<file path="src/rtl/usrt_rx_deser_if.sv">
// ============================================================================
// Module   : usrt_rx_deser_if
// Brief    : Serial-side inputs and frame-side outputs of the USRT deserializer
// Revision : 1.0 - initial release
// ============================================================================
`default_nettype none

interface usrt_rx_deser_if #(
  parameter int DATA_BITS = 8
);
  logic                   sclk;
  logic                   rx;
  logic [1:0]             parity;
  logic [DATA_BITS+2:0]   frame;
  logic                   valid;
  logic                   frame_err;
  logic                   timeout;
  logic                   busy;

  modport master (
    output sclk, rx, parity,
    input  frame, valid, frame_err, timeout, busy
  );

  modport slave (
    input  sclk, rx, parity,
    output frame, valid, frame_err, timeout, busy
  );
endinterface

`default_nettype wire

</file>
<file path="src/rtl/usrt_rx_deser.sv">
// ============================================================================
// Module   : usrt_rx_deser
// Brief    : USRT receive deserializer, start/data/parity/stop -> parallel word
// Revision : 1.0 - initial release
// ============================================================================
`default_nettype none

module usrt_rx_deser #(
  parameter int SYNC_STAGES = 2,
  parameter int DATA_BITS   = 8,
  parameter int TIMEOUT_CYC = 1024
) (
  input  logic             clk,
  input  logic             rst,
  usrt_rx_deser_if.slave   bus
);
  localparam int FW    = DATA_BITS + 3;
  localparam int BIT_W = $clog2(DATA_BITS) + 1;
  localparam int CNT_W = (TIMEOUT_CYC > 0) ? $clog2(TIMEOUT_CYC + 1) : 1;

  typedef enum logic [2:0] {
    S_IDLE   = 3'd0,
    S_DATA   = 3'd1,
    S_PARITY = 3'd2,
    S_STOP   = 3'd3,
    S_DONE   = 3'd4
  } state_t;

  state_t                 r_state, w_next_state;
  logic [SYNC_STAGES-1:0] r_sclk_sync, r_rx_sync;
  logic                   r_sclk_prev;
  logic [FW-1:0]          r_shift, r_frame;
  logic [BIT_W-1:0]       r_bitcnt;
  logic                   r_par_en;
  logic [CNT_W-1:0]       r_tmo_cnt;
  logic                   r_valid, r_frame_err, r_timeout;

  logic w_edge, w_bit, w_tmo_hit;
  logic w_start, w_data, w_par, w_stop, w_emit;

  // Rx idles high and Sclk low out of reset so no phantom edge or start bit appears.
  always_ff @(posedge clk or posedge rst) begin
    if (rst) begin
      r_sclk_sync <= '0;
      r_rx_sync   <= '1;
      r_sclk_prev <= 1'b0;
    end else begin
      r_sclk_sync <= {r_sclk_sync[SYNC_STAGES-2:0], bus.sclk};
      r_rx_sync   <= {r_rx_sync[SYNC_STAGES-2:0], bus.rx};
      r_sclk_prev <= r_sclk_sync[SYNC_STAGES-1];
    end
  end

  assign w_edge    = r_sclk_sync[SYNC_STAGES-1] & ~r_sclk_prev;
  assign w_bit     = r_rx_sync[SYNC_STAGES-1];
  assign w_tmo_hit = (TIMEOUT_CYC != 0) && (r_state != S_IDLE) && !w_edge &&
                     (r_tmo_cnt == CNT_W'(TIMEOUT_CYC - 1));

  always_ff @(posedge clk or posedge rst) begin
    if (rst) r_state <= S_IDLE;
    else     r_state <= w_next_state;
  end

  always_comb begin
    w_next_state = r_state;
    w_start      = 1'b0;
    w_data       = 1'b0;
    w_par        = 1'b0;
    w_stop       = 1'b0;
    w_emit       = 1'b0;
    case (r_state)
      S_IDLE: if (w_edge && !w_bit) begin
        w_start      = 1'b1;
        w_next_state = S_DATA;
      end
      S_DATA: if (w_edge) begin
        w_data = 1'b1;
        if (r_bitcnt == BIT_W'(DATA_BITS - 1))
          w_next_state = r_par_en ? S_PARITY : S_STOP;
      end
      S_PARITY: if (w_edge) begin
        w_par        = 1'b1;
        w_next_state = S_STOP;
      end
      S_STOP: if (w_edge) begin
        w_stop       = 1'b1;
        w_next_state = S_DONE;
      end
      S_DONE: begin
        w_emit       = 1'b1;
        w_next_state = S_IDLE;
      end
      default: w_next_state = S_IDLE;
    endcase
    if (w_tmo_hit) w_next_state = S_IDLE;
  end

  always_ff @(posedge clk or posedge rst) begin
    if (rst) begin
      r_shift     <= '0;
      r_frame     <= '0;
      r_bitcnt    <= '0;
      r_par_en    <= 1'b0;
      r_tmo_cnt   <= '0;
      r_valid     <= 1'b0;
      r_frame_err <= 1'b0;
      r_timeout   <= 1'b0;
    end else begin
      r_valid   <= w_emit;
      r_timeout <= w_tmo_hit;

      if (w_edge || r_state == S_IDLE || w_tmo_hit) r_tmo_cnt <= '0;
      else                                          r_tmo_cnt <= r_tmo_cnt + CNT_W'(1);

      // Shift register starts cleared, so the parity slot reads 0 in no-parity mode.
      if (w_start) begin
        r_shift  <= '0;
        r_bitcnt <= '0;
        r_par_en <= (bus.parity == 2'b01) || (bus.parity == 2'b10);
      end
      if (w_data) begin
        r_shift[r_bitcnt + BIT_W'(1)] <= w_bit;
        r_bitcnt                      <= r_bitcnt + BIT_W'(1);
      end
      if (w_par)  r_shift[DATA_BITS+1] <= w_bit;
      if (w_stop) r_shift[FW-1]        <= w_bit;
      if (w_emit) begin
        r_frame     <= r_shift;
        r_frame_err <= ~r_shift[FW-1];
      end
    end
  end

  assign bus.frame     = r_frame;
  assign bus.valid     = r_valid;
  assign bus.frame_err = r_frame_err;
  assign bus.timeout   = r_timeout;
  assign bus.busy      = (r_state != S_IDLE);

endmodule

`default_nettype wire
</file>
<file path="src/flat_wrapper.sv">
// flat-port wrapper written by rule: the top's interface ports become plain ports
module usrt_rx_deser_flat 
#(
  parameter int SYNC_STAGES = 2,
  parameter int DATA_BITS   = 8,
  parameter int TIMEOUT_CYC = 1024
)
  (clk, rst, bus_sclk, bus_rx, bus_parity, bus_frame, bus_valid, bus_frame_err, bus_timeout, bus_busy);
  usrt_rx_deser_if #(.DATA_BITS(DATA_BITS)) bus_i ();
  input  logic clk;
  input  logic rst;
  input wire logic [$bits(bus_i.sclk)-1:0] bus_sclk;
  input wire logic [$bits(bus_i.rx)-1:0] bus_rx;
  input wire logic [$bits(bus_i.parity)-1:0] bus_parity;
  output wire logic [$bits(bus_i.frame)-1:0] bus_frame;
  output wire logic [$bits(bus_i.valid)-1:0] bus_valid;
  output wire logic [$bits(bus_i.frame_err)-1:0] bus_frame_err;
  output wire logic [$bits(bus_i.timeout)-1:0] bus_timeout;
  output wire logic [$bits(bus_i.busy)-1:0] bus_busy;
  assign bus_i.sclk = bus_sclk;
  assign bus_i.rx = bus_rx;
  assign bus_i.parity = bus_parity;
  assign bus_frame = bus_i.frame;
  assign bus_valid = bus_i.valid;
  assign bus_frame_err = bus_i.frame_err;
  assign bus_timeout = bus_i.timeout;
  assign bus_busy = bus_i.busy;
  usrt_rx_deser #(.SYNC_STAGES(SYNC_STAGES), .DATA_BITS(DATA_BITS), .TIMEOUT_CYC(TIMEOUT_CYC)) u_core (.clk(clk), .rst(rst), .bus(bus_i));
endmodule
</file>
<file path="config.mk">
export PLATFORM = sky130hd
export DESIGN_NAME = usrt_rx_deser_flat
export DESIGN_NICKNAME = d
export VERILOG_FILES = /design/src/rtl/usrt_rx_deser_if.sv /design/src/rtl/usrt_rx_deser.sv /design/src/flat_wrapper.sv
export SDC_FILE = /design/constraint.sdc
export NUM_CORES = 1
export LEC_CHECK = 0
export CORE_MARGIN = 2
export CORE_UTILIZATION = 60
export DETAILED_ROUTE_END_ITERATION = 8
export GPL_ROUTABILITY_DRIVEN = 0
export PLACE_DENSITY = 0.83
export SYNTH_ARGS = -nofsm -noshare
export SYNTH_HDL_FRONTEND = slang
export SYNTH_SLANG_ARGS = --single-unit
</file>
<file path="constraint.sdc">
create_clock -name clk -period 4.3 [get_ports clk]
set_input_delay 0.86 -clock clk [delete_from_list [all_inputs] [get_ports clk]]
set_output_delay 0.86 -clock clk [all_outputs]
set_load 0.005 [all_outputs]
</file>
==> run_summary.xml, run 1 <==
<?xml version="1.0" encoding="UTF-8"?>
<metrics>
  <group name="clocking">
    <metric name="htree_levels" unit="">2</metric>
    <metric name="cts_tree" unit="">yes</metric>
    <metric name="root_buffer" unit="">sky130_fd_sc_hd__clkbuf_8</metric>
    <metric name="numClockSinks" unit="">49</metric>
    <metric name="clock_latency" unit="ns">0.31</metric>
    <metric name="numCtsBuffers" unit="">5</metric>
    <metric name="clock_tree.buffer_depth" unit="">2</metric>
    <metric name="post_cts_buffers" unit="">0</metric>
    <metric name="cts_resized" unit="">0</metric>
    <metric name="cts_hold_buffers" unit="">0</metric>
    <metric name="worst_setup_hold_path_clk_slew" unit="ns">0.08</metric>
  </group>
  <group name="pwr">
    <metric name="static-leakage-power" unit="nW">1.16</metric>
    <metric name="sw_frac_of_total" unit="%">32.6</metric>
    <metric name="clockPowerShare" unit="%">22.7</metric>
    <metric name="ratio_of_total_power_to_cell_area" unit="nW/um2">466</metric>
    <metric name="p_int" unit="uW">792</metric>
    <metric name="comb_power_share" unit="%">24.1</metric>
    <metric name="peakVddDrop" unit="V">0.000232</metric>
    <metric name="p_seq_share" unit="%">53.2</metric>
    <metric name="net_switching_power" unit="uW">383</metric>
  </group>
  <group name="finish">
    <metric name="final_layout_size_suffix_gt1_share" unit="%">14.3</metric>
    <metric name="final_cell_count_no_fill" unit="">272</metric>
    <metric name="syn2layout_area_growth" unit="%">14.5</metric>
    <metric name="n_fill_cell" unit="">261</metric>
    <metric name="fin_nets" unit="">234</metric>
    <metric name="final_common_cell" unit="">sky130_fd_sc_hd__dfrtp_1</metric>
    <metric name="layout_common_cells" unit="">sky130_fd_sc_hd__dfrtp_1, sky130_fd_sc_hd__nand2_1, sky130_fd_sc_hd__nor2_1, sky130_fd_sc_hd__clkdlybuf4s50_1, sky130_fd_sc_hd__mux2_2</metric>
    <metric name="regArea" unit="um2">1230</metric>
    <metric name="antenna_cells_inserted" unit="">0</metric>
    <metric name="final_core_util" unit="%">69.9</metric>
    <metric name="area_occupied_by_multi_input_gates" unit="um2">912</metric>
    <metric name="post-route-cell-area" unit="um2">2520</metric>
  </group>
  <group name="logic_synthesis">
    <metric name="synthArstFlopShare" unit="%">100</metric>
    <metric name="xor_xnor_share_of_the_synthesized_area" unit="%">3.98</metric>
    <metric name="area_contributors_post_synth" unit="">sky130_fd_sc_hd__dfrtp_1, sky130_fd_sc_hd__mux2_2, sky130_fd_sc_hd__nand2_1</metric>
    <metric name="synth_largest_area_cell" unit="">sky130_fd_sc_hd__dfrtp_1</metric>
    <metric name="netlist.area_leader.share" unit="%">53.4</metric>
    <metric name="synthesis.yosys.warnings" unit="">0</metric>
    <metric name="yosys-mux-area-fraction" unit="%">9.72</metric>
    <metric name="synthCells" unit="">202</metric>
    <metric name="synthSimpleGateAreaFrac" unit="%">18.2</metric>
    <metric name="synth_enable_flop_cells" unit="">0</metric>
    <metric name="synthAdderAreaFrac" unit="%">2.84</metric>
    <metric name="synth_top_family_by_area" unit="">simple AND/OR/NAND/NOR gates</metric>
    <metric name="syn_area_per_cell" unit="um2">10.9</metric>
    <metric name="count_of_cell_types_in_the_netlist" unit="">40</metric>
    <metric name="syn_area" unit="um2">2200</metric>
    <metric name="yosysSeqAreaShare" unit="%">55.8</metric>
    <metric name="postSynthRegisterBits" unit="">49</metric>
    <metric name="synth_fp_nets" unit="">213</metric>
    <metric name="flip_flop_cell_with_the_highest_count_after_synthesis" unit="">sky130_fd_sc_hd__dfrtp_1</metric>
    <metric name="synth-compound-area-share" unit="%">6.48</metric>
  </group>
  <group name="sta">
    <metric name="finalMaxSlewViolations" unit="">0</metric>
    <metric name="rsz_0062_raised_after_global_routing" unit="">no</metric>
    <metric name="setup_violations_final" unit="">0</metric>
    <metric name="portion_of_the_clock_cycle_consumed_by_the_worst_path_in_the_final_layout" unit="%">59.1</metric>
    <metric name="worst_clock_skew" unit="ns">0.00607</metric>
    <metric name="achievable-frequency" unit="GHz">0.394</metric>
    <metric name="relative_slew_slack" unit="%">33.3</metric>
    <metric name="setup_tns" unit="ns">0</metric>
    <metric name="final_period_minus_worst_setup_slack" unit="ns">2.54</metric>
    <metric name="hold_viol" unit="">0</metric>
    <metric name="worst-slew-pin-transition" unit="ns">0.997</metric>
  </group>
  <group name="job">
    <metric name="maxCapViolCount" unit="">0</metric>
  </group>
  <group name="setup_path">
    <metric name="critical_path.startpoint_type" unit="">flop</metric>
    <metric name="critical_path.endpoint_type" unit="">primary output</metric>
    <metric name="arrival" unit="ns">1.68</metric>
    <metric name="critical_path_class" unit="">flop to primary output</metric>
    <metric name="path_max_fanout" unit="">9</metric>
    <metric name="worst_ep_required_time" unit="ns">3.44</metric>
  </group>
  <group name="detailed_routing">
    <metric name="route.antenna.remaining_nets" unit="">0</metric>
    <metric name="via_count" unit="">1480</metric>
    <metric name="wire_per_inst" unit="um">12.6</metric>
    <metric name="drt-initial-drc-count" unit="">93</metric>
    <metric name="drt-vias-per-instance" unit="">5.44</metric>
    <metric name="totalWireLength" unit="um">3440</metric>
    <metric name="drt_drc_violations_left" unit="">0</metric>
    <metric name="drt_pass1_iterations" unit="">4</metric>
  </group>
  <group name="place">
    <metric name="port_buffers" unit="">20</metric>
    <metric name="number_of_placed_instances_with_taps_included" unit="">264</metric>
    <metric name="dp.final_hpwl" unit="um">2430</metric>
    <metric name="post_dp_cell_area" unit="um2">2430</metric>
  </group>
  <group name="grt">
    <metric name="grt_first_pass_wirelength" unit="um">6040</metric>
    <metric name="pin_count_of_the_biggest_net_entering_global_routing" unit="">50</metric>
    <metric name="grt_remaining_overflow" unit="">0</metric>
    <metric name="number_of_antenna_violations_at_the_first_check_in_global_routing" unit="">0</metric>
    <metric name="grt_pass1_vias" unit="">1399</metric>
    <metric name="grt_use_total" unit="%">19.2</metric>
  </group>
  <group name="die">
    <metric name="die_width" unit="um">64.6</metric>
    <metric name="fp.coreArea" unit="um2">3610</metric>
    <metric name="die_area" unit="um2">4170</metric>
    <metric name="floorplan.initialDensity" unit="%">61.1</metric>
    <metric name="floorplan.die.height" unit="um">64.6</metric>
    <metric name="number_of_i_o_pins" unit="">21</metric>
    <metric name="floorplan.rows" unit="">22</metric>
  </group>
  <group name="status">
    <metric name="run_status" unit="">completed</metric>
  </group>
  <group name="worst_hold_path">
    <metric name="min-delay-path-class" unit="">flop to flop</metric>
  </group>
</metrics>
==> routing by layer <==
metal / vias to the layer above / track usage, % / share of wire [%]
met5: - / 0 / 0
met4: 0 / 8.51 / 2.2
met3: 8 / 6.08 / 4.4
met2: 34 / 30.7 / 46
met1: 711 / 23.9 / 47
li1: 727 / - / -
==> state kept, by name (all words and copies together) (netlist names), 2 cells and up <==
| signal | count |
|---|---|
| u_core.r_shift | 11 |
| u_core.r_sclk_sync | 2 |
| u_core.r_bitcnt | 4 |
| u_core.r_rx_sync | 2 |
| u_core.r_state | 3 |
| u_core.r_tmo_cnt | 11 |
| u_core.bus.frame | 11 |
==> worst max-delay path, cell delays in order (launching register included) <==
cell and delay, ns:
sky130_fd_sc_hd__dfrtp_1 0.49, sky130_fd_sc_hd__or3_4 0.43, sky130_fd_sc_hd__clkdlybuf4s50_1 0.46
==> power groups by stage <==
stage	Clock (mW)	Combinational, mW	Sequential, mW
6_report	0.267	0.283	0.625
5_1_grt	0.292	0.326	0.640
4_1_cts	0.275	0.286	0.625
3_5_place_dp	0	0.285	0.634
3_3_place_gp	0	0.278	0.630
2_1_floorplan	0	0.236	0.606
==> path summary, 6_finish.rpt <==
| kind | start | end | slack (ns) | cells past startpoint |
|---|---|---|---|---|
| setup reg to reg | u_core.r_bitcnt[0]$_DFFE_PP0P_ | u_core.r_shift[10]$_DFF_PP0_ | 2.43 | 5 |
| setup / recovery | u_core.r_state[1]$_DFFE_PP0P_ | bus_busy | 1.76 | 2 |
| hold reg to reg | u_core.r_sclk_sync[0]$_DFF_PP0_ | u_core.r_sclk_sync[1]$_DFF_PP0_ | 0.36 | 0 |
| min in group asynchronous | rst | u_core.bus.frame_err$_DFFE_PP0P_ | 1.09 | 2 |
| hold / removal | u_core.r_sclk_sync[0]$_DFF_PP0_ | u_core.r_sclk_sync[1]$_DFF_PP0_ | 0.36 | 0 |
| max in group asynchronous | rst | u_core.r_state[0]$_DFFE_PP0P_ | 2.61 | 2 |
==> cell families (layout without fill, tap and decap cells) <==
| logic type | after synthesis | count (layout) |
|---|---|---|
| simple gates | 81 | 81 |
| flops | 49 | 49 |
| compound gates | 23 | 23 |
| mux | 20 | 20 |
| buf+inv | 14 | 36 |
| xor+xnor | 10 | 10 |
| fa+ha+maj | 5 | 5 |
==> Yosys cell counts, drive strengths merged (4+ instances only) <==
library cell	count
dfrtp	47
buf	4
xnor2	7
nor2	20
nand2	27
or2	4
mux2i	9
a21oi	4
mux2	11
nor3	4
inv	7
o21ai	9
nand3	9
ha	5
==> through the flow <==
step           setup WS [ns]  hold slack [ns]  total power [mW]
2_1_floorplan           2.27            0.331             0.843
3_3_place_gp            2.12            0.338             0.908
3_5_place_dp            2.10            0.341             0.919
4_1_cts                 1.75            0.361              1.19
5_1_grt                 1.69            0.363              1.26
6_report                1.76            0.358              1.18
==> area by class of cell <==
cell class	instances	share of cell area [%]
clock buffers	5	2.73
clock inverters	3	0.844
inverters	8	1.19
multi-input cells	139	36.2
flip-flops and latches	49	48.7
well taps	48	2.38
repair buffers	20	7.94
(Power assumes the default switching activity.)
==> inputs of run 2 (changes only) <==
--- a/config.mk
+++ b/config.mk
@@ -6,10 +6,10 @@
 export NUM_CORES = 1
 export LEC_CHECK = 0
 export CORE_MARGIN = 2
-export CORE_UTILIZATION = 60
+export CORE_UTILIZATION = 51
 export DETAILED_ROUTE_END_ITERATION = 8
 export GPL_ROUTABILITY_DRIVEN = 0
-export PLACE_DENSITY = 0.83
+export PLACE_DENSITY = 0.75
 export SYNTH_ARGS = -nofsm -noshare
 export SYNTH_HDL_FRONTEND = slang
 export SYNTH_SLANG_ARGS = --single-unit
==> constraint.sdc (replaced) <==
create_clock -name clk -period 2.2 [get_ports clk]
set_input_delay 0.44 -clock clk [delete_from_list [all_inputs] [get_ports clk]]
set_output_delay 0.44 -clock clk [all_outputs]
set_load 0.005 [all_outputs]
==> run 2 against run 1 <==
  * Global-route usage fell by 1.9 points
  * First-iteration DRC count decreased by 15%
  * Worst hold slack is essentially flat
  * Die area grew 17%
==> run_summary.xml, run 2 (synthesized netlist as in run 1, its figures left out) <==
<?xml version="1.0" encoding="UTF-8"?>
<metrics>
  <group name="pwr">
    <metric name="p_int" unit="mW">1.70</metric>
    <metric name="comb_power_share" unit="%">23.4</metric>
    <metric name="net_switching_power" unit="uW">743</metric>
    <metric name="static-leakage-power" unit="nW">1.19</metric>
    <metric name="ratio_of_total_power_to_cell_area" unit="nW/um2">947</metric>
    <metric name="peakVddDrop" unit="V">0.000490</metric>
    <metric name="p_seq_share" unit="%">50.2</metric>
    <metric name="sw_frac_of_total" unit="%">30.4</metric>
    <metric name="clockPowerShare" unit="%">26.4</metric>
  </group>
  <group name="grt">
    <metric name="number_of_antenna_violations_at_the_first_check_in_global_routing" unit="">0</metric>
    <metric name="grt_util_met3" unit="%">5.67</metric>
    <metric name="grt_most_used_layer" unit="">met2</metric>
    <metric name="grt_pass1_vias" unit="">1434</metric>
    <metric name="grt_use_total" unit="%">17.3</metric>
    <metric name="grt_first_pass_wirelength" unit="um">6670</metric>
    <metric name="pin_count_of_the_biggest_net_entering_global_routing" unit="">50</metric>
    <metric name="global_route.usage.met2" unit="%">25.1</metric>
    <metric name="grt_use_met1" unit="%">23.9</metric>
    <metric name="grt_remaining_overflow" unit="">0</metric>
  </group>
  <group name="finish">
    <metric name="final_layout_size_suffix_gt1_share" unit="%">15.0</metric>
    <metric name="syn2layout_area_growth" unit="%">17.1</metric>
    <metric name="layout_common_cells" unit="">sky130_fd_sc_hd__dfrtp_1, sky130_fd_sc_hd__nand2_1, sky130_fd_sc_hd__nor2_1, sky130_fd_sc_hd__clkdlybuf4s50_1, sky130_fd_sc_hd__mux2_2</metric>
    <metric name="fin_nets" unit="">236</metric>
    <metric name="final_common_cell" unit="">sky130_fd_sc_hd__dfrtp_1</metric>
    <metric name="final_cell_count_no_fill" unit="">276</metric>
    <metric name="antenna_cells_inserted" unit="">0</metric>
  </group>
  <group name="setup_path">
    <metric name="worst_ep_required_time" unit="ns">1.76</metric>
    <metric name="critical_path_class" unit="">flop to primary output</metric>
    <metric name="arrival" unit="ns">1.65</metric>
    <metric name="critical_path.startpoint_type" unit="">flop</metric>
    <metric name="path_max_fanout" unit="">7</metric>
    <metric name="critical_path.endpoint_type" unit="">primary output</metric>
  </group>
  <group name="clocking">
    <metric name="post_cts_buffers" unit="">0</metric>
    <metric name="numCtsBuffers" unit="">5</metric>
    <metric name="worst_setup_hold_path_clk_slew" unit="ns">0.08</metric>
    <metric name="root_buffer" unit="">sky130_fd_sc_hd__clkbuf_8</metric>
    <metric name="clock_latency" unit="ns">0.30</metric>
    <metric name="numClockSinks" unit="">49</metric>
    <metric name="htree_levels" unit="">2</metric>
    <metric name="clock_tree.buffer_depth" unit="">2</metric>
    <metric name="cts_tree" unit="">yes</metric>
  </group>
  <group name="detailed_routing">
    <metric name="drt-vias-per-instance" unit="">5.29</metric>
    <metric name="route.antenna.remaining_nets" unit="">0</metric>
    <metric name="drt_pass1_iterations" unit="">4</metric>
    <metric name="totalWireLength" unit="um">3630</metric>
    <metric name="via_count" unit="">1461</metric>
    <metric name="wire_per_inst" unit="um">13.2</metric>
    <metric name="drt-initial-drc-count" unit="">79</metric>
    <metric name="drt_drc_violations_left" unit="">0</metric>
  </group>
  <group name="sta">
    <metric name="relative_slew_slack" unit="%">61.8</metric>
    <metric name="worst_clock_skew" unit="ns">0.00391</metric>
    <metric name="setup_tns" unit="ns">0</metric>
    <metric name="final_period_minus_worst_setup_slack" unit="ns">2.09</metric>
    <metric name="portion_of_the_clock_cycle_consumed_by_the_worst_path_in_the_final_layout" unit="%">95.1</metric>
    <metric name="rsz_0062_raised_after_global_routing" unit="">no</metric>
    <metric name="setup_violations_final" unit="">0</metric>
    <metric name="worst-slew-pin-transition" unit="ns">0.568</metric>
    <metric name="hold_viol" unit="">0</metric>
    <metric name="finalMaxSlewViolations" unit="">0</metric>
    <metric name="achievable-frequency" unit="GHz">0.478</metric>
  </group>
  <group name="status">
    <metric name="run_status" unit="">completed</metric>
  </group>
  <group name="die">
    <metric name="floorplan.initialDensity" unit="%">53.9</metric>
    <metric name="floorplan.die.height" unit="um">69.7</metric>
    <metric name="fp.coreArea" unit="um2">4090</metric>
    <metric name="floorplan.rows" unit="">23</metric>
    <metric name="die_area" unit="um2">4860</metric>
    <metric name="number_of_i_o_pins" unit="">21</metric>
    <metric name="die_width" unit="um">69.7</metric>
  </group>
  <group name="job">
    <metric name="maxCapViolCount" unit="">0</metric>
  </group>
  <group name="worst_hold_path">
    <metric name="min-delay-path-class" unit="">flop to flop</metric>
  </group>
  <group name="place">
    <metric name="port_buffers" unit="">20</metric>
    <metric name="dp.final_hpwl" unit="um">2520</metric>
    <metric name="number_of_placed_instances_with_taps_included" unit="">268</metric>
  </group>
</metrics>
[run 2: cell count changes in the layout (fill, tap and decap cells not counted), sizes merged]
cell      previous run  this run
buf                  0         2
bufinv               0         1
clkbuf               5         7
clkinv               2         1
clkinvlp             1         0
inv                  8         7
[run 2: stage by stage]
| step | setup slack [ns] | utilization, % | cell area, um2 | total power [mW] | hold slack, ns |
|---|---|---|---|---|---|
| after detailed placement | 0.390 | 60.2 | 2460 | 1.81 | 0.340 |
| after CTS | 0.0772 | 63.1 | 2580 | 2.47 | 0.360 |
| after global placement | 0.418 | 60.2 | 2460 | 1.79 | 0.337 |
| after global routing | 0.0157 | 63.1 | 2580 | 2.63 | 0.365 |
| after floorplan | 0.529 | - | 2200 | 1.65 | 0.331 |
| final | 0.108 | 63.1 | 2580 | 2.44 | 0.358 |
[run 2: path summary, 6_finish.rpt]
path	from	slack, ns	cells after the start	endpoint
max in group asynchronous	rst	1.45	3	u_core.r_rx_sync[1]$_DFF_PP1_
min in group asynchronous	rst	0.47	3	u_core.bus.frame_err$_DFFE_PP0P_
worst min register to register	u_core.r_rx_sync[0]$_DFF_PP1_	0.36	0	u_core.r_rx_sync[1]$_DFF_PP1_
worst max register to register	u_core.r_state[0]$_DFFE_PP0P_	0.36	5	u_core.r_shift[5]$_DFF_PP0_
worst max-delay path	u_core.r_state[0]$_DFFE_PP0P_	0.11	2	bus_busy
worst min-delay path	u_core.r_rx_sync[0]$_DFF_PP1_	0.36	0	u_core.r_rx_sync[1]$_DFF_PP1_
[run 2: timing repair]
| item | in CTS | in global routing |
|---|---|---|
| hold buffers | 0 | 0 |
| gates resized for setup | 0 | 1 |
| endpoints found under the setup margin | 0 | 1 |
[run 2: final cells by class]
class | count | area, um2
repair buffers | 22 | 228
well taps | 50 | 62.6
clock buffers | 7 | 86.3
clock inverters | 1 | 30.0
fillers | 326 | 1510
flip-flops and latches | 49 | 1230
inverters | 8 | 30.0
multi-input cells | 139 | 912
[run 2: power by group through the flow]
stage	combinational (mW)	clock (mW)	sequential, mW
2_1_floorplan	0.462	0	1.19
3_3_place_gp	0.557	0	1.24
3_5_place_dp	0.569	0	1.24
4_1_cts	0.575	0.671	1.23
5_1_grt	0.657	0.715	1.26
6_report	0.572	0.645	1.23
[run 2: per-layer routing]
metal / wire [um] / up-vias
li1: - / 733
met1: 1790 / 692
met2: 1590 / 27
met3: 165 / 9
met4: 82 / 0
met5: 0 / -
[run 2: worst max-delay path: stages (launching register included)]
cell and delay [ns]:
sky130_fd_sc_hd__dfrtp_1 0.46, sky130_fd_sc_hd__or3_4 0.43, sky130_fd_sc_hd__clkdlybuf4s50_1 0.46
==> inputs of run 3 (changes only) <==
--- a/config.mk
+++ b/config.mk
@@ -5,11 +5,11 @@
 export SDC_FILE = /design/constraint.sdc
 export NUM_CORES = 1
 export LEC_CHECK = 0
+export ABC_AREA = 1
 export CORE_MARGIN = 2
-export CORE_UTILIZATION = 51
+export CORE_UTILIZATION = 40
 export DETAILED_ROUTE_END_ITERATION = 8
 export GPL_ROUTABILITY_DRIVEN = 0
-export PLACE_DENSITY = 0.75
 export SYNTH_ARGS = -nofsm -noshare
 export SYNTH_HDL_FRONTEND = slang
 export SYNTH_SLANG_ARGS = --single-unit
==> constraint.sdc (replaced) <==
create_clock -name clk -period 2.1 [get_ports clk]
set_input_delay 0.42 -clock clk [delete_from_list [all_inputs] [get_ports clk]]
set_output_delay 0.42 -clock clk [all_outputs]
set_load 0.005 [all_outputs]
==> run 3 against run 2 <==
  * Core utilization fell by 14 points
  * First-iteration DRC count rose by 24%
  * Combinational power rose by 50%
  * Worst hold slack got worse by 0.0068 ns
  * Total power rose by 15%
  * Sequential power barely moved
  * Area after synthesis rose by 4.9%
  * Critical path type unchanged
  * Highest routed layer unchanged
==> run_summary.xml, run 3 <==
<?xml version="1.0" encoding="UTF-8"?>
<metrics>
  <group name="status">
    <metric name="run_status" unit="">completed</metric>
  </group>
  <group name="place">
    <metric name="port_buffers" unit="">20</metric>
    <metric name="dp_worst_setup_slack" unit="ns">0.510</metric>
    <metric name="post_dp_cell_area" unit="um2">2610</metric>
    <metric name="number_of_placed_instances_with_taps_included" unit="">355</metric>
    <metric name="dp.final_hpwl" unit="um">2970</metric>
  </group>
  <group name="clocking">
    <metric name="htree_levels" unit="">2</metric>
    <metric name="post_cts_buffers" unit="">0</metric>
    <metric name="cts_hold_buffers" unit="">0</metric>
    <metric name="root_buffer" unit="">sky130_fd_sc_hd__clkbuf_8</metric>
    <metric name="numClockSinks" unit="">49</metric>
    <metric name="clock_tree.buffer_depth" unit="">2</metric>
    <metric name="cts_resized" unit="">0</metric>
    <metric name="cts_tree" unit="">yes</metric>
    <metric name="clock_latency" unit="ns">0.30</metric>
    <metric name="numCtsBuffers" unit="">5</metric>
    <metric name="worst_setup_hold_path_clk_slew" unit="ns">0.08</metric>
  </group>
  <group name="logic_synthesis">
    <metric name="synthCells" unit="">264</metric>
    <metric name="syn_area" unit="um2">2310</metric>
    <metric name="netlist_top_cells_count" unit="">sky130_fd_sc_hd__nand2_1, sky130_fd_sc_hd__dfrtp_1, sky130_fd_sc_hd__inv_1</metric>
    <metric name="area_contributors_post_synth" unit="">sky130_fd_sc_hd__dfrtp_1, sky130_fd_sc_hd__nand2_1, sky130_fd_sc_hd__inv_1</metric>
    <metric name="flip_flop_cell_with_the_highest_count_after_synthesis" unit="">sky130_fd_sc_hd__dfrtp_1</metric>
    <metric name="yosysSeqAreaShare" unit="%">53.2</metric>
    <metric name="postSynthRegisterBits" unit="">49</metric>
    <metric name="synthArstFlopShare" unit="%">100</metric>
    <metric name="synth_enable_flop_cells" unit="">0</metric>
    <metric name="synthesis.yosys.warnings" unit="">0</metric>
    <metric name="synth_largest_area_cell" unit="">sky130_fd_sc_hd__dfrtp_1</metric>
    <metric name="synth_fp_nets" unit="">275</metric>
    <metric name="synthMostInstantiatedCell" unit="">sky130_fd_sc_hd__nand2_1</metric>
    <metric name="syn_area_per_cell" unit="um2">8.75</metric>
    <metric name="count_of_cell_types_in_the_netlist" unit="">30</metric>
    <metric name="netlist.area_leader.share" unit="%">50.9</metric>
  </group>
  <group name="detailed_routing">
    <metric name="route.antenna.remaining_nets" unit="">0</metric>
    <metric name="wire_per_inst" unit="um">11.1</metric>
    <metric name="drt-vias-per-instance" unit="">4.65</metric>
    <metric name="totalWireLength" unit="um">4040</metric>
    <metric name="via_count" unit="">1687</metric>
    <metric name="drt-initial-drc-count" unit="">98</metric>
    <metric name="drt_drc_violations_left" unit="">0</metric>
    <metric name="drt_pass1_iterations" unit="">4</metric>
  </group>
  <group name="grt">
    <metric name="grt_remaining_overflow" unit="">0</metric>
    <metric name="number_of_antenna_violations_at_the_first_check_in_global_routing" unit="">0</metric>
    <metric name="grt_use_total" unit="%">14.6</metric>
    <metric name="grt_first_pass_wirelength" unit="um">7300</metric>
    <metric name="pin_count_of_the_biggest_net_entering_global_routing" unit="">30</metric>
    <metric name="grt_pass1_vias" unit="">1636</metric>
  </group>
  <group name="finish">
    <metric name="n_fill_cell" unit="">561</metric>
    <metric name="final_common_cell" unit="">sky130_fd_sc_hd__nand2_1</metric>
    <metric name="layout_common_cells" unit="">sky130_fd_sc_hd__nand2_1, sky130_fd_sc_hd__dfrtp_1, sky130_fd_sc_hd__inv_1</metric>
    <metric name="regArea" unit="um2">1230</metric>
    <metric name="final_cell_count_no_fill" unit="">363</metric>
    <metric name="area_occupied_by_multi_input_gates" unit="um2">922</metric>
    <metric name="syn2layout_area_growth" unit="%">17.9</metric>
    <metric name="post-route-cell-area" unit="um2">2720</metric>
    <metric name="final_layout_size_suffix_gt1_share" unit="%">12.7</metric>
    <metric name="fin_nets" unit="">301</metric>
    <metric name="final_core_util" unit="%">49.2</metric>
    <metric name="antenna_cells_inserted" unit="">0</metric>
  </group>
  <group name="setup_path">
    <metric name="critical_path_class" unit="">flop to primary output</metric>
    <metric name="worst_ep_required_time" unit="ns">1.68</metric>
    <metric name="arrival" unit="ns">1.50</metric>
    <metric name="critical_path.startpoint_type" unit="">flop</metric>
    <metric name="path_max_fanout" unit="">6</metric>
    <metric name="critical_path.endpoint_type" unit="">primary output</metric>
  </group>
  <group name="sta">
    <metric name="setup_violations_final" unit="">0</metric>
    <metric name="hold_viol" unit="">0</metric>
    <metric name="setup_tns" unit="ns">0</metric>
    <metric name="worst_hold_slack" unit="ns">0.351</metric>
    <metric name="worst_clock_skew" unit="ns">0.00571</metric>
    <metric name="portion_of_the_clock_cycle_consumed_by_the_worst_path_in_the_final_layout" unit="%">91.3</metric>
    <metric name="finalMaxSlewViolations" unit="">0</metric>
    <metric name="final_critical_path_setup_slack" unit="ns">0.183</metric>
    <metric name="relative_slew_slack" unit="%">69.0</metric>
    <metric name="achievable-frequency" unit="GHz">0.522</metric>
    <metric name="final_period_minus_worst_setup_slack" unit="ns">1.92</metric>
    <metric name="worst-slew-pin-transition" unit="ns">0.464</metric>
    <metric name="rsz_0062_raised_after_global_routing" unit="">no</metric>
  </group>
  <group name="job">
    <metric name="maxCapViolCount" unit="">0</metric>
  </group>
  <group name="pwr">
    <metric name="totalPowerFinal" unit="mW">2.80</metric>
    <metric name="ratio_of_total_power_to_cell_area" unit="nW/um2">1030</metric>
    <metric name="peakVddDrop" unit="V">0.000456</metric>
    <metric name="static-leakage-power" unit="nW">1.33</metric>
  </group>
  <group name="die">
    <metric name="fp.coreArea" unit="um2">5540</metric>
    <metric name="floorplan.die.height" unit="um">80.0</metric>
    <metric name="floorplan.rows" unit="">27</metric>
    <metric name="floorplan.initialDensity" unit="%">41.7</metric>
    <metric name="number_of_i_o_pins" unit="">21</metric>
    <metric name="die_area" unit="um2">6400</metric>
    <metric name="die_width" unit="um">80.0</metric>
  </group>
  <group name="worst_hold_path">
    <metric name="min-delay-path-class" unit="">flop to flop</metric>
  </group>
</metrics>
[run 3: cell count changes after synthesis, sizes merged, moves of 4 or more]
cell,previous run,this run
mux2,11,0
or2,4,0
o21ai,9,22
nand2,27,86
mux2i,9,0
xnor2,7,2
inv,7,36
nand3,9,15
[run 3: kinds of logic (layout without fill, tap and decap cells)]
| kind of cell | Yosys count | count (layout) | share of synthesized area [%] |
|---|---|---|---|
| and+or+nand+nor | 136 | 136 | 28.8 |
| DFF | 49 | 49 | 53.2 |
| buffers and inverters | 40 | 67 | 6.88 |
| AOI/OAI and AO/OA | 30 | 30 | 6.93 |
| adders and majority gates | 5 | 5 | 2.71 |
| xor gates and xnor gates | 4 | 4 | 1.52 |
[run 3: final timing paths]
kind,end,slack (ns),startpoint,depth (start not counted)
min,u_core.r_sclk_sync[1]$_DFF_PP0_,0.35,u_core.r_sclk_sync[0]$_DFF_PP0_,0
min reg2reg,u_core.r_sclk_sync[1]$_DFF_PP0_,0.35,u_core.r_sclk_sync[0]$_DFF_PP0_,0
max in group asynchronous,u_core.bus.frame[8]$_DFFE_PP0P_,1.13,rst,3
min in group asynchronous,u_core.bus.frame[0]$_DFFE_PP0P_,0.46,rst,2
max reg2reg,u_core.r_state[1]$_DFFE_PP0P_,0.57,u_core.r_tmo_cnt[0]$_DFF_PP0_,10
max,bus_busy,0.18,u_core.r_state[0]$_DFFE_PP0P_,3
[run 3: metal layers]
metal  track usage (%)  up-vias  wire, um
li1                  -      879         -
met1              19.3      774      2090
met2              23.5       28      1770
met3              3.39        6       134
met4              5.25        0        51
met5                 0        -         0
[run 3: power breakdown]
group	total, mW	internal [mW]	switching, mW	leakage, nW
sequential	1.26	1.12	0.140	0.655
clock	0.681	0.388	0.293	0.0585
combinational	0.857	0.352	0.505	0.616
[run 3: critical path, cell delays in order (launching register included)]
cell and delay, ns:
sky130_fd_sc_hd__dfrtp_1 0.45, sky130_fd_sc_hd__nor2_2 0.22, sky130_fd_sc_hd__nand2_4 0.09, sky130_fd_sc_hd__clkdlybuf4s50_1 0.45
[run 3: cell type report]
class | instances | share of cell area, %
Clock buffer | 7 | 3.17
Clock inverter | 1 | 1.10
Inverter | 37 | 5.10
Multi-Input combinational cell | 175 | 33.9
Sequential cell | 49 | 45.1
Tap cell | 72 | 3.31
Timing Repair Buffer | 22 | 8.36
